`config.mk`:
```
export PLATFORM = sky130hd
export DESIGN_NAME = random_row_scheduler
export DESIGN_NICKNAME = d
export VERILOG_FILES = /design/src/rtl/random_row_scheduler_pkg.sv /design/src/rtl/random_row_scheduler_lfsr8.sv /design/src/rtl/random_row_scheduler.sv
export SDC_FILE = /design/constraint.sdc
export NUM_CORES = 1
export LEC_CHECK = 0
export CAP_MARGIN = 20
export CORE_UTILIZATION = 30
export CTS_CLUSTER_DIAMETER = 120
export DETAILED_ROUTE_END_ITERATION = 10
export PLACE_DENSITY = 0.63
export SYNTH_ARGS = -nofsm -noshare
export SYNTH_HDL_FRONTEND = slang
export SYNTH_SLANG_ARGS = --single-unit
export TNS_END_PERCENT = 10
```
`constraint.sdc`:
```
create_clock -name CC_RSCHED_CLOCK_50 -period 2.1 [get_ports CC_RSCHED_CLOCK_50]
set_input_delay 0.315 -clock CC_RSCHED_CLOCK_50 [delete_from_list [all_inputs] [get_ports CC_RSCHED_CLOCK_50]]
set_output_delay 0.315 -clock CC_RSCHED_CLOCK_50 [all_outputs]
set_load 0.005 [all_outputs]
```
`src/rtl/random_row_scheduler_pkg.sv`:
```
// rtl/random_row_scheduler_pkg.sv - shared encodings, FSM states and LFSR helpers for the row scheduler
package random_row_scheduler_pkg;

    localparam logic [1:0] SEL_NADA   = 2'd0;
    localparam logic [1:0] SEL_RANDOM = 2'd1;

    localparam logic [7:0] DEFAULT_SEED = 8'h5A;
    // Feedback taps as bit positions of the 8-bit Fibonacci register
    localparam int TAP_A = 7;
    localparam int TAP_B = 5;
    localparam int TAP_C = 4;
    localparam int TAP_D = 3;

    typedef enum logic [1:0] {
        IDLE      = 2'd0,
        ARMED     = 2'd1,
        EMIT_RAND = 2'd2,
        EMIT_GAP  = 2'd3
    } rsched_state_t;

    function automatic logic [7:0] lfsrNext(input logic [7:0] cur);
        logic fb;
        fb = cur[TAP_A] ^ cur[TAP_B] ^ cur[TAP_C] ^ cur[TAP_D];
        return {cur[6:0], fb};
    endfunction

    // A fully blocked row would be unplayable, so keep the lowest lane open
    function automatic logic [7:0] rowMask(input logic [7:0] v);
        return (v == 8'hFF) ? 8'hFE : v;
    endfunction

endpackage

```
`src/rtl/random_row_scheduler_lfsr8.sv`:
```
// rtl/random_row_scheduler_lfsr8.sv - 8-bit Fibonacci LFSR with seed load and step enable
module rsched_lfsr8
    import random_row_scheduler_pkg::*;
#(
    parameter logic [7:0] SEED = DEFAULT_SEED
) (
    input  logic       clk,
    input  logic       rst,
    input  logic       load,
    input  logic       step,
    output logic [7:0] lfsrState,
    output logic [7:0] lfsrNextValue
);

    assign lfsrNextValue = lfsrNext(lfsrState);

    always_ff @(posedge clk or posedge rst) begin
        if (rst) begin
            lfsrState <= SEED;
        end else if (load) begin
            lfsrState <= SEED;
        end else if (step) begin
            lfsrState <= lfsrNextValue;
        end
    end

endmodule

```
`src/rtl/random_row_scheduler.sv`:
```
// rtl/random_row_scheduler.sv - interleaves LFSR obstacle rows with blank rows under a valid/ack handshake
module random_row_scheduler
    import random_row_scheduler_pkg::*;
#(
    parameter int         RSCHED_DATAWIDTH = 8,
    parameter logic [7:0] RSCHED_SEED      = DEFAULT_SEED,
    parameter int         RSCHED_GAPWIDTH  = 3
) (
    input  logic                        CC_RSCHED_CLOCK_50,
    input  logic                        CC_RSCHED_RESET_InHigh,
    input  logic                        CC_RSCHED_enable_InHigh,
    input  logic                        CC_RSCHED_clear_InHigh,
    input  logic                        CC_RSCHED_tick_InHigh,
    input  logic                        CC_RSCHED_ack_InHigh,
    input  logic [RSCHED_GAPWIDTH-1:0]  CC_RSCHED_gap_InBUS,
    output logic [1:0]                  CC_RSCHED_select_OutBUS,
    output logic [RSCHED_DATAWIDTH-1:0] CC_RSCHED_random_OutBUS,
    output logic [RSCHED_DATAWIDTH-1:0] CC_RSCHED_nada_OutBUS,
    output logic                        CC_RSCHED_valid_OutHigh,
    output logic                        CC_RSCHED_overrun_OutHigh
);

    rsched_state_t               state;
    rsched_state_t               stateNext;
    logic [RSCHED_GAPWIDTH-1:0]  gapCnt;
    logic [RSCHED_DATAWIDTH-1:0] rowReg;
    logic                        overrunReg;
    logic [7:0]                  lfsrState;
    logic [7:0]                  lfsrNextValue;
    logic                        emitting;
    logic                        randStep;

    assign emitting = (state == EMIT_RAND) || (state == EMIT_GAP);
    assign randStep = !CC_RSCHED_clear_InHigh && CC_RSCHED_enable_InHigh &&
                      (state == ARMED) && CC_RSCHED_tick_InHigh && (gapCnt == '0);

    rsched_lfsr8 #(.SEED(RSCHED_SEED)) u_lfsr (
        .clk           (CC_RSCHED_CLOCK_50),
        .rst           (CC_RSCHED_RESET_InHigh),
        .load          (CC_RSCHED_clear_InHigh),
        .step          (randStep),
        .lfsrState     (lfsrState),
        .lfsrNextValue (lfsrNextValue)
    );

    always_ff @(posedge CC_RSCHED_CLOCK_50 or posedge CC_RSCHED_RESET_InHigh) begin
        if (CC_RSCHED_RESET_InHigh) begin
            state <= IDLE;
        end else begin
            state <= stateNext;
        end
    end

    always_comb begin
        stateNext = state;
        if (CC_RSCHED_clear_InHigh) begin
            stateNext = IDLE;
        end else begin
            case (state)
                IDLE:  if (CC_RSCHED_enable_InHigh) stateNext = ARMED;
                ARMED: begin
                    if (!CC_RSCHED_enable_InHigh) stateNext = IDLE;
                    else if (CC_RSCHED_tick_InHigh)
                        stateNext = (gapCnt == '0) ? EMIT_RAND : EMIT_GAP;
                end
                EMIT_RAND, EMIT_GAP: begin
                    if (CC_RSCHED_ack_InHigh)
                        stateNext = CC_RSCHED_enable_InHigh ? ARMED : IDLE;
                end
                default: stateNext = IDLE;
            endcase
        end
    end

    always_comb begin
        CC_RSCHED_valid_OutHigh = emitting;
        CC_RSCHED_select_OutBUS = (state == EMIT_RAND) ? SEL_RANDOM : SEL_NADA;
    end

    // A tick arriving while a row is still pending is dropped, not queued
    always_ff @(posedge CC_RSCHED_CLOCK_50 or posedge CC_RSCHED_RESET_InHigh) begin
        if (CC_RSCHED_RESET_InHigh) begin
            gapCnt     <= '0;
            rowReg     <= '0;
            overrunReg <= 1'b0;
        end else if (CC_RSCHED_clear_InHigh) begin
            gapCnt     <= '0;
            overrunReg <= 1'b0;
        end else begin
            overrunReg <= emitting && CC_RSCHED_tick_InHigh;
            if (randStep) begin
                rowReg <= rowMask(lfsrNextValue);
            end
            if (CC_RSCHED_ack_InHigh && state == EMIT_RAND) begin
                gapCnt <= CC_RSCHED_gap_InBUS;
            end else if (CC_RSCHED_ack_InHigh && state == EMIT_GAP) begin
                gapCnt <= gapCnt - 1'b1;
            end
        end
    end

    assign CC_RSCHED_random_OutBUS   = rowReg;
    assign CC_RSCHED_nada_OutBUS     = '0;
    assign CC_RSCHED_overrun_OutHigh = overrunReg;

endmodule

```
==> results.py, run 1 <==
metrics = {
    "pwr": {
        "power.switching_uw": 204.7,
        "p_clk_share_pct": 37.9,
        "p_total_mw": 1.013,
        "cellPowerDensity_nw_per_um2": 729.7,
        "p_seq_share_pct": 47.2,
        "power_leakage_nw": 0.5978,
        "vdd_drop_max_mv": 0.2996,
        "switching_share_pct": 20.20,
        "p_int_uw": 808.7,
        "combinationalPowerShare_pct": 14.9,
    },
    "timing": {
        "hold_viol_final": 0,
        "setup_ws_ns": 0.3061,
        "fmax_mhz": 557.5,
        "finalSetupViolCount": 0,
        "min_period_ns": 1.794,
        "finClkSkew_ns": 0.002821,
        "post-route-period-util_pct": 85.42,
        "maxSlewViolCount": 0,
        "rsz0062_at_grt": "false",
        "finalSetupTns_ns": 0,
        "whs_ns": 0.3850,
    },
    "cells_and_area": {
        "nFillCells": 342,
        "regArea_um2": 555.5,
        "antenna-diode-count": 0,
        "nNetsFinal": 136,
        "fin_util_pct": 40.35,
        "syn_to_final_growth_pct": 24.44,
        "multi_input_area_um2": 469.2,
        "drive_gt1_share_pct": 16.13,
    },
    "synthesis": {
        "synthTopCellsByArea": "dfrtp_1, dfstp_2, buf_4",
        "synth_edf_count": 0,
        "ys_ff_latch": 22,
        "synth_cells": 104,
        "syn_area_per_cell_um2": 10.73,
        "synth_seq_area_share_pct": 49.78,
        "yosysTopAreaCellShare_pct": 40.36,
        "ys.flop_type": "dfrtp_1",
        "ys_types": 33,
        "synthArstFlopShare_pct": 100.0,
        "syn-cell-area_um2": 1116,
        "yosys_warnings": 0,
        "post-synth-top-area-cell": "dfrtp_1",
    },
    "clocking": {
        "cts_resized": 0,
        "clock_path_buffers": 2,
        "hold_buffers": 0,
        "clk_latency_ns": 0.26,
        "clk_pin_slew_worst_paths_ns": 0.08,
        "cts_tree": "done",
        "cts_num_sinks": 22,
        "cts_buffers": 3,
        "cts_setup_buffers": 0,
        "root_buffer": "clkbuf_8",
        "cts_max_level": 1,
    },
    "placement": {
        "post-dp-hpwl_um": 1452,
        "numPortBuffers": 19,
        "post-place-ws_ns": 0.1802,
        "gp_congestion": 0.8020,
    },
    "worst_setup_path": {
        "worstPathArrival_ns": 1.48,
        "ff2ff_setup_slack_ns": 0.33,
        "worst_setup_path_end_kind": "output port",
        "cpMaxStageDelayCell": "clkdlybuf4s50_1",
        "start_kind": "flop",
        "crit_path_max_fanout": 8,
        "required_ns": 1.78,
        "max_stage_delay_ns": 0.52,
        "worst-setup-path-type": "reg -> out",
        "path_cells": "inv_1 > nor2_1 > clkdlybuf4s50_1",
    },
    "global_routing": {
        "overflow": 0,
        "track_usage_pct": 10.65,
        "grt_max_degree": 23,
        "grt_pass1_wl_um": 3332,
        "grt_pass1_vias": 739,
        "antenna_found_initial": 0,
    },
    "floorplanning": {
        "die_area_um2": 3968,
        "die_w_um": 63.00,
        "coreArea_um2": 3442,
        "start_util_pct": 32.42,
        "std_cell_rows": 21,
        "dieHeight_um": 63.00,
        "ioPinCount": 29,
    },
    "detailed_routing": {
        "drc": 0,
        "vias_per_cell": 4.635,
        "detail-route-antenna-nets": 0,
        "detail_route.iter0.violations": 29,
        "wl_per_cell_um": 11.54,
        "wirelength_um": 1961,
        "drt-pass1-iter-count": 4,
        "vias": 788,
    },
    "run": {
        "maxCapViolations": 0,
    },
    "worst_hold_path": {
        "holdCritPathClass": "in -> async",
    },
    "run_status": {
        "outcome": "completed",
    },
}
-- final cells by class --
cell class | count | area share [%]
timing repair buffer | 22 | 15.32
sequential | 22 | 40.00
inverter | 6 | 1.622
tap | 46 | 4.144
clock inverter | 1 | 2.162
multi-input combinational | 70 | 33.78
clock buffer | 3 | 2.973
-- per-stage QoR --
stage                     instances  instance area [um2]
after detailed placement        166                 1318
after global placement          166                 1318
after CTS                       170                 1389
after global routing            170                 1389
after floorplan                 112                 1146
final                           170                 1389
-- Yosys cell counts (2+ instances only) --
cell	instances
nand2_1	3
mux2_4	4
o21ai_0	2
clkbuf_1	2
nor2_1	10
a22o_1	3
ha_1	2
dfrtp_1	18
nor3_1	5
a21oi_1	8
inv_1	6
nor2b_1	3
nand3_1	2
xnor2_1	3
dfstp_2	4
mux2_2	3
buf_4	10
-- flip-flops by register name, summed over array words and instances (netlist names) --
register and count:
gapCnt 3, u_lfsr.lfsrState 8, CC_RSCHED_overrun_OutHigh 1, CC_RSCHED_random_OutBUS 8, state 2
-- path summary, 6_finish.rpt --
path,from,end,depth (start not counted)
min reg2reg,CC_RSCHED_random_OutBUS[4],CC_RSCHED_random_OutBUS[4],1
min,CC_RSCHED_RESET_InHigh,CC_RSCHED_overrun_OutHigh,3
max,state[1],CC_RSCHED_select_OutBUS[0],3
min in group CC_RSCHED_CLOCK_50,CC_RSCHED_random_OutBUS[4],CC_RSCHED_random_OutBUS[4],1
max reg2reg,gapCnt[0],CC_RSCHED_random_OutBUS[2],6
max in group asynchronous,CC_RSCHED_RESET_InHigh,u_lfsr.lfsrState[1],3
-- layout by cell type, fill, tap and decap left out --
master	n
a211o_1	1
mux2_2	3
nor3b_1	1
inv_1	6
nand4_1	1
nor2b_1	3
o21ai_0	2
nor2_1	10
buf_4	3
or2_4	1
and4b_1	1
nand4bb_1	1
o31ai_1	1
o2111ai_1	1
xnor2_1	3
conb_1	9
dfstp_2	4
bufinv_16	1
a22o_1	3
o21ba_2	1
clkdlybuf4s50_1	19
dfrtp_1	18
nand3_1	2
ha_1	2
mux2_4	4
nand2_1	3
a211oi_1	1
a21oi_1	8
nand2b_1	1
mux2i_1	1
nor3_1	5
clkbuf_8	3
a2111oi_0	1
-- routing by layer --
metal	GRT usage, %	vias to the layer above	part of all wire (%)
li1	-	378	-
met1	13.91	384	46
met2	16.80	24	48
met3	3.832	2	5.3
met4	2.035	0	0.56
met5	0	-	0
-- kinds of logic (layout without fill, tap and decap cells) --
| family | Yosys count | in the layout | share of synthesized area (%) |
|---|---|---|---|
| AO/OA/AOI/OAI | 19 | 19 | 11.44 |
| XOR/XNOR | 3 | 3 | 2.355 |
| adder cells (fa/ha/maj) | 2 | 2 | 2.242 |
| buffers and inverters | 20 | 32 | 10.87 |
| flip-flops | 22 | 22 | 49.78 |
| multiplexers | 8 | 8 | 9.305 |
| other | 1 | 9 | 0.3360 |
| AND/OR/NAND/NOR | 29 | 29 | 13.68 |
-- power by group through the flow --
stage                     clock network (mW)  logic (mW)  registers (mW)
after floorplan                            0      0.0829           0.484
after global placement                     0       0.149           0.487
after detailed placement                   0       0.152           0.488
after CTS                              0.398       0.152           0.480
after global routing                   0.420       0.164           0.483
final                                  0.384       0.151           0.479
-- critical path: cells and delay by family, from the launching register on --
| family | cells | cell delay (ns) |
|---|---|---|
| buffers and inverters | 2 | 0.61 |
| flip-flops | 1 | 0.48 |
| AND/OR/NAND/NOR | 1 | 0.14 |
No activity file was read; power rests on OpenSTA's default activity.
==> inputs of run 2 (changes only) <==
--- a/config.mk
+++ b/config.mk
@@ -9,6 +9,7 @@
 export CORE_UTILIZATION = 30
 export CTS_CLUSTER_DIAMETER = 120
 export DETAILED_ROUTE_END_ITERATION = 10
+export GPL_TIMING_DRIVEN = 0
 export PLACE_DENSITY = 0.63
 export SYNTH_ARGS = -nofsm -noshare
 export SYNTH_HDL_FRONTEND = slang
==> run 2 against run 1 <==
Net effect:
- global-route usage is 0.93 points higher
- first-iteration DRC count is 6.9% lower
- non-clock buffer count is 11 higher
- die area stayed put
- worst setup slack better by 0.0050 ns
- register-to-register slack worse by 0.02 ns
- sequential power hardly changed
- via count is 3.7% higher
- hold slack better by 0.13 ns
- maximum frequency is 0.28% higher
- critical endpoint is now CC_RSCHED_random_OutBUS[5]
- largest cell class unchanged
==> results.py, run 2 (synthesized netlist as in run 1, its figures left out) <==
metrics = {
    "floorplanning": {
        "dieHeight_um": 63.00,
        "std_cell_rows": 21,
        "coreArea_um2": 3442,
        "ioPinCount": 29,
        "start_util_pct": 32.42,
        "die_area_um2": 3968,
        "die_w_um": 63.00,
    },
    "cells_and_area": {
        "antenna-diode-count": 0,
        "drive_gt1_share_pct": 21.48,
        "syn_to_final_growth_pct": 31.28,
        "regArea_um2": 555.5,
        "nNetsFinal": 147,
        "final_common_cell": "clkdlybuf4s50_1",
        "final_cell_mix": "clkdlybuf4s50_1, dfrtp_1, buf_4, nor2_1, conb_1",
        "nFillCells": 345,
        "multi_input_area_um2": 469.2,
    },
    "global_routing": {
        "grt_max_degree": 23,
        "overflow": 0,
        "grt_pass1_vias": 791,
        "track_usage_pct": 11.58,
        "grt_pass1_wl_um": 3553,
        "antenna_found_initial": 0,
    },
    "clocking": {
        "cts_tree": "done",
        "cts_setup_buffers": 0,
        "hold_buffers": 0,
        "clk_latency_ns": 0.26,
        "cts_resized": 0,
        "cts_buffers": 3,
        "cts_max_level": 1,
        "clk_pin_slew_worst_paths_ns": 0.08,
        "cts_num_sinks": 22,
        "root_buffer": "clkbuf_8",
        "clock_path_buffers": 2,
    },
    "worst_setup_path": {
        "crit_top_cell": "ha_1",
        "worstPathArrival_ns": 1.94,
        "start_kind": "flop",
        "crit_start": "gapCnt[0]",
        "critPathCapture": "CC_RSCHED_random_OutBUS[5]",
        "required_ns": 2.25,
        "ff2ff_path_depth": 7,
        "max_stage_delay_ns": 0.38,
        "worst-setup-path-type": "reg -> reg",
        "worst_setup_path_end_kind": "flop",
        "r2r-start": "gapCnt[0]",
        "crit_path_max_fanout": 10,
        "ff2ff_setup_slack_ns": 0.31,
        "r2r_end": "CC_RSCHED_random_OutBUS[5]",
        "path_cells": "inv_1 > ha_1 > ha_1 > nand2_1 > or2_4 > buf_6 > mux2_4",
        "cpMaxStageDelayCell": "dfrtp_1",
    },
    "detailed_routing": {
        "vias_per_cell": 4.514,
        "wl_per_cell_um": 11.05,
        "detail_route.iter0.violations": 27,
        "drt-pass1-iter-count": 4,
        "vias": 817,
        "detail-route-antenna-nets": 0,
        "drc": 0,
        "wirelength_um": 2000,
    },
    "placement": {
        "numPortBuffers": 19,
        "gp_congestion": 0.7590,
        "post-dp-hpwl_um": 1494,
    },
    "timing": {
        "post-route-period-util_pct": 85.18,
        "hold_viol_final": 0,
        "rsz0062_at_grt": "false",
        "relSlewSlack_pct": 42.91,
        "fmax_mhz": 559.0,
        "maxSlewViolCount": 0,
        "finalSetupTns_ns": 0,
        "min_period_ns": 1.789,
        "finClkSkew_ns": 0.003321,
        "worst_pin_slew_ns": 0.8554,
        "finalSetupViolCount": 0,
    },
    "run": {
        "maxCapViolations": 0,
    },
    "pwr": {
        "power.switching_uw": 217.8,
        "p_seq_share_pct": 45.9,
        "combinationalPowerShare_pct": 15.9,
        "p_int_uw": 819.0,
        "cellPowerDensity_nw_per_um2": 707.6,
        "vdd_drop_max_mv": 0.3088,
        "power_leakage_nw": 0.6490,
        "switching_share_pct": 21.00,
        "p_clk_share_pct": 38.2,
        "p_total_mw": 1.037,
    },
    "run_status": {
        "outcome": "completed",
    },
    "worst_hold_path": {
        "holdCritPathClass": "reg -> reg",
    },
}
run 2: cell count changes in the layout (fill, tap and decap cells not counted), sizes merged:
| cell | before | now |
|---|---|---|
| clkbuf | 3 | 5 |
| buf | 3 | 12 |
run 2: metal layers:
layer,GRT usage (%),part of all wire (%),wire (um),vias to the layer above
met5,0,0,0,-
met4,3.488,0.90,18,0
met3,3.832,4.0,80,2
met2,18.95,49,988,16
met1,14.27,46,913,399
li1,-,-,-,400
run 2: cell type report:
cell class / count / area share [%]
Buffer: 14 / 6.746
Clock buffer: 3 / 2.818
Clock inverter: 1 / 2.050
Inverter: 6 / 1.537
Multi-Input combinational cell: 70 / 32.02
Sequential cell: 22 / 37.92
Tap cell: 46 / 3.928
Timing Repair Buffer: 19 / 12.98
run 2: worst max-delay path, delay by kind of cell (launching register included):
| family | cells | cell delay (ns) |
|---|---|---|
| adder cells (fa/ha/maj) | 2 | 0.31 |
| buffers and inverters | 2 | 0.23 |
| flip-flops | 1 | 0.38 |
| multiplexers | 1 | 0.29 |
| AND/OR/NAND/NOR | 2 | 0.47 |
run 2: power by group through the flow:
stage | Combinational, mW | Sequential, mW | Clock (mW)
floorplan | 0.0829 | 0.484 | 0
global placement | 0.164 | 0.483 | 0
detailed placement | 0.167 | 0.485 | 0
CTS | 0.167 | 0.477 | 0.405
global route | 0.182 | 0.481 | 0.421
finish | 0.165 | 0.476 | 0.396
run 2: how the worst min path moves through the flow:
stage	cells past startpoint	slack (ns)	end	from
floorplan	1	0.30	CC_RSCHED_overrun_OutHigh	CC_RSCHED_RESET_InHigh
global placement	1	0.49	CC_RSCHED_random_OutBUS[7]	CC_RSCHED_random_OutBUS[7]
detailed placement	1	0.50	CC_RSCHED_random_OutBUS[7]	CC_RSCHED_random_OutBUS[7]
CTS	1	0.52	CC_RSCHED_random_OutBUS[7]	CC_RSCHED_random_OutBUS[7]
global route	1	0.54	CC_RSCHED_random_OutBUS[2]	CC_RSCHED_random_OutBUS[2]
finish	1	0.51	CC_RSCHED_random_OutBUS[7]	CC_RSCHED_random_OutBUS[7]
run 2: metrics by stage:
stage | instances | hold slack, ns | worst slack, ns | utilization (%) | cell area [um2]
after floorplan | 112 | 0.3013 | 0.4444 | - | 1146
after global placement | 177 | 0.4927 | 0.1422 | 40.49 | 1394
after detailed placement | 177 | 0.4966 | 0.1513 | 40.49 | 1394
after CTS | 181 | 0.5164 | 0.2998 | 42.57 | 1465
after global routing | 181 | 0.5361 | 0.1716 | 42.57 | 1465
final | 181 | 0.5111 | 0.3111 | 42.57 | 1465
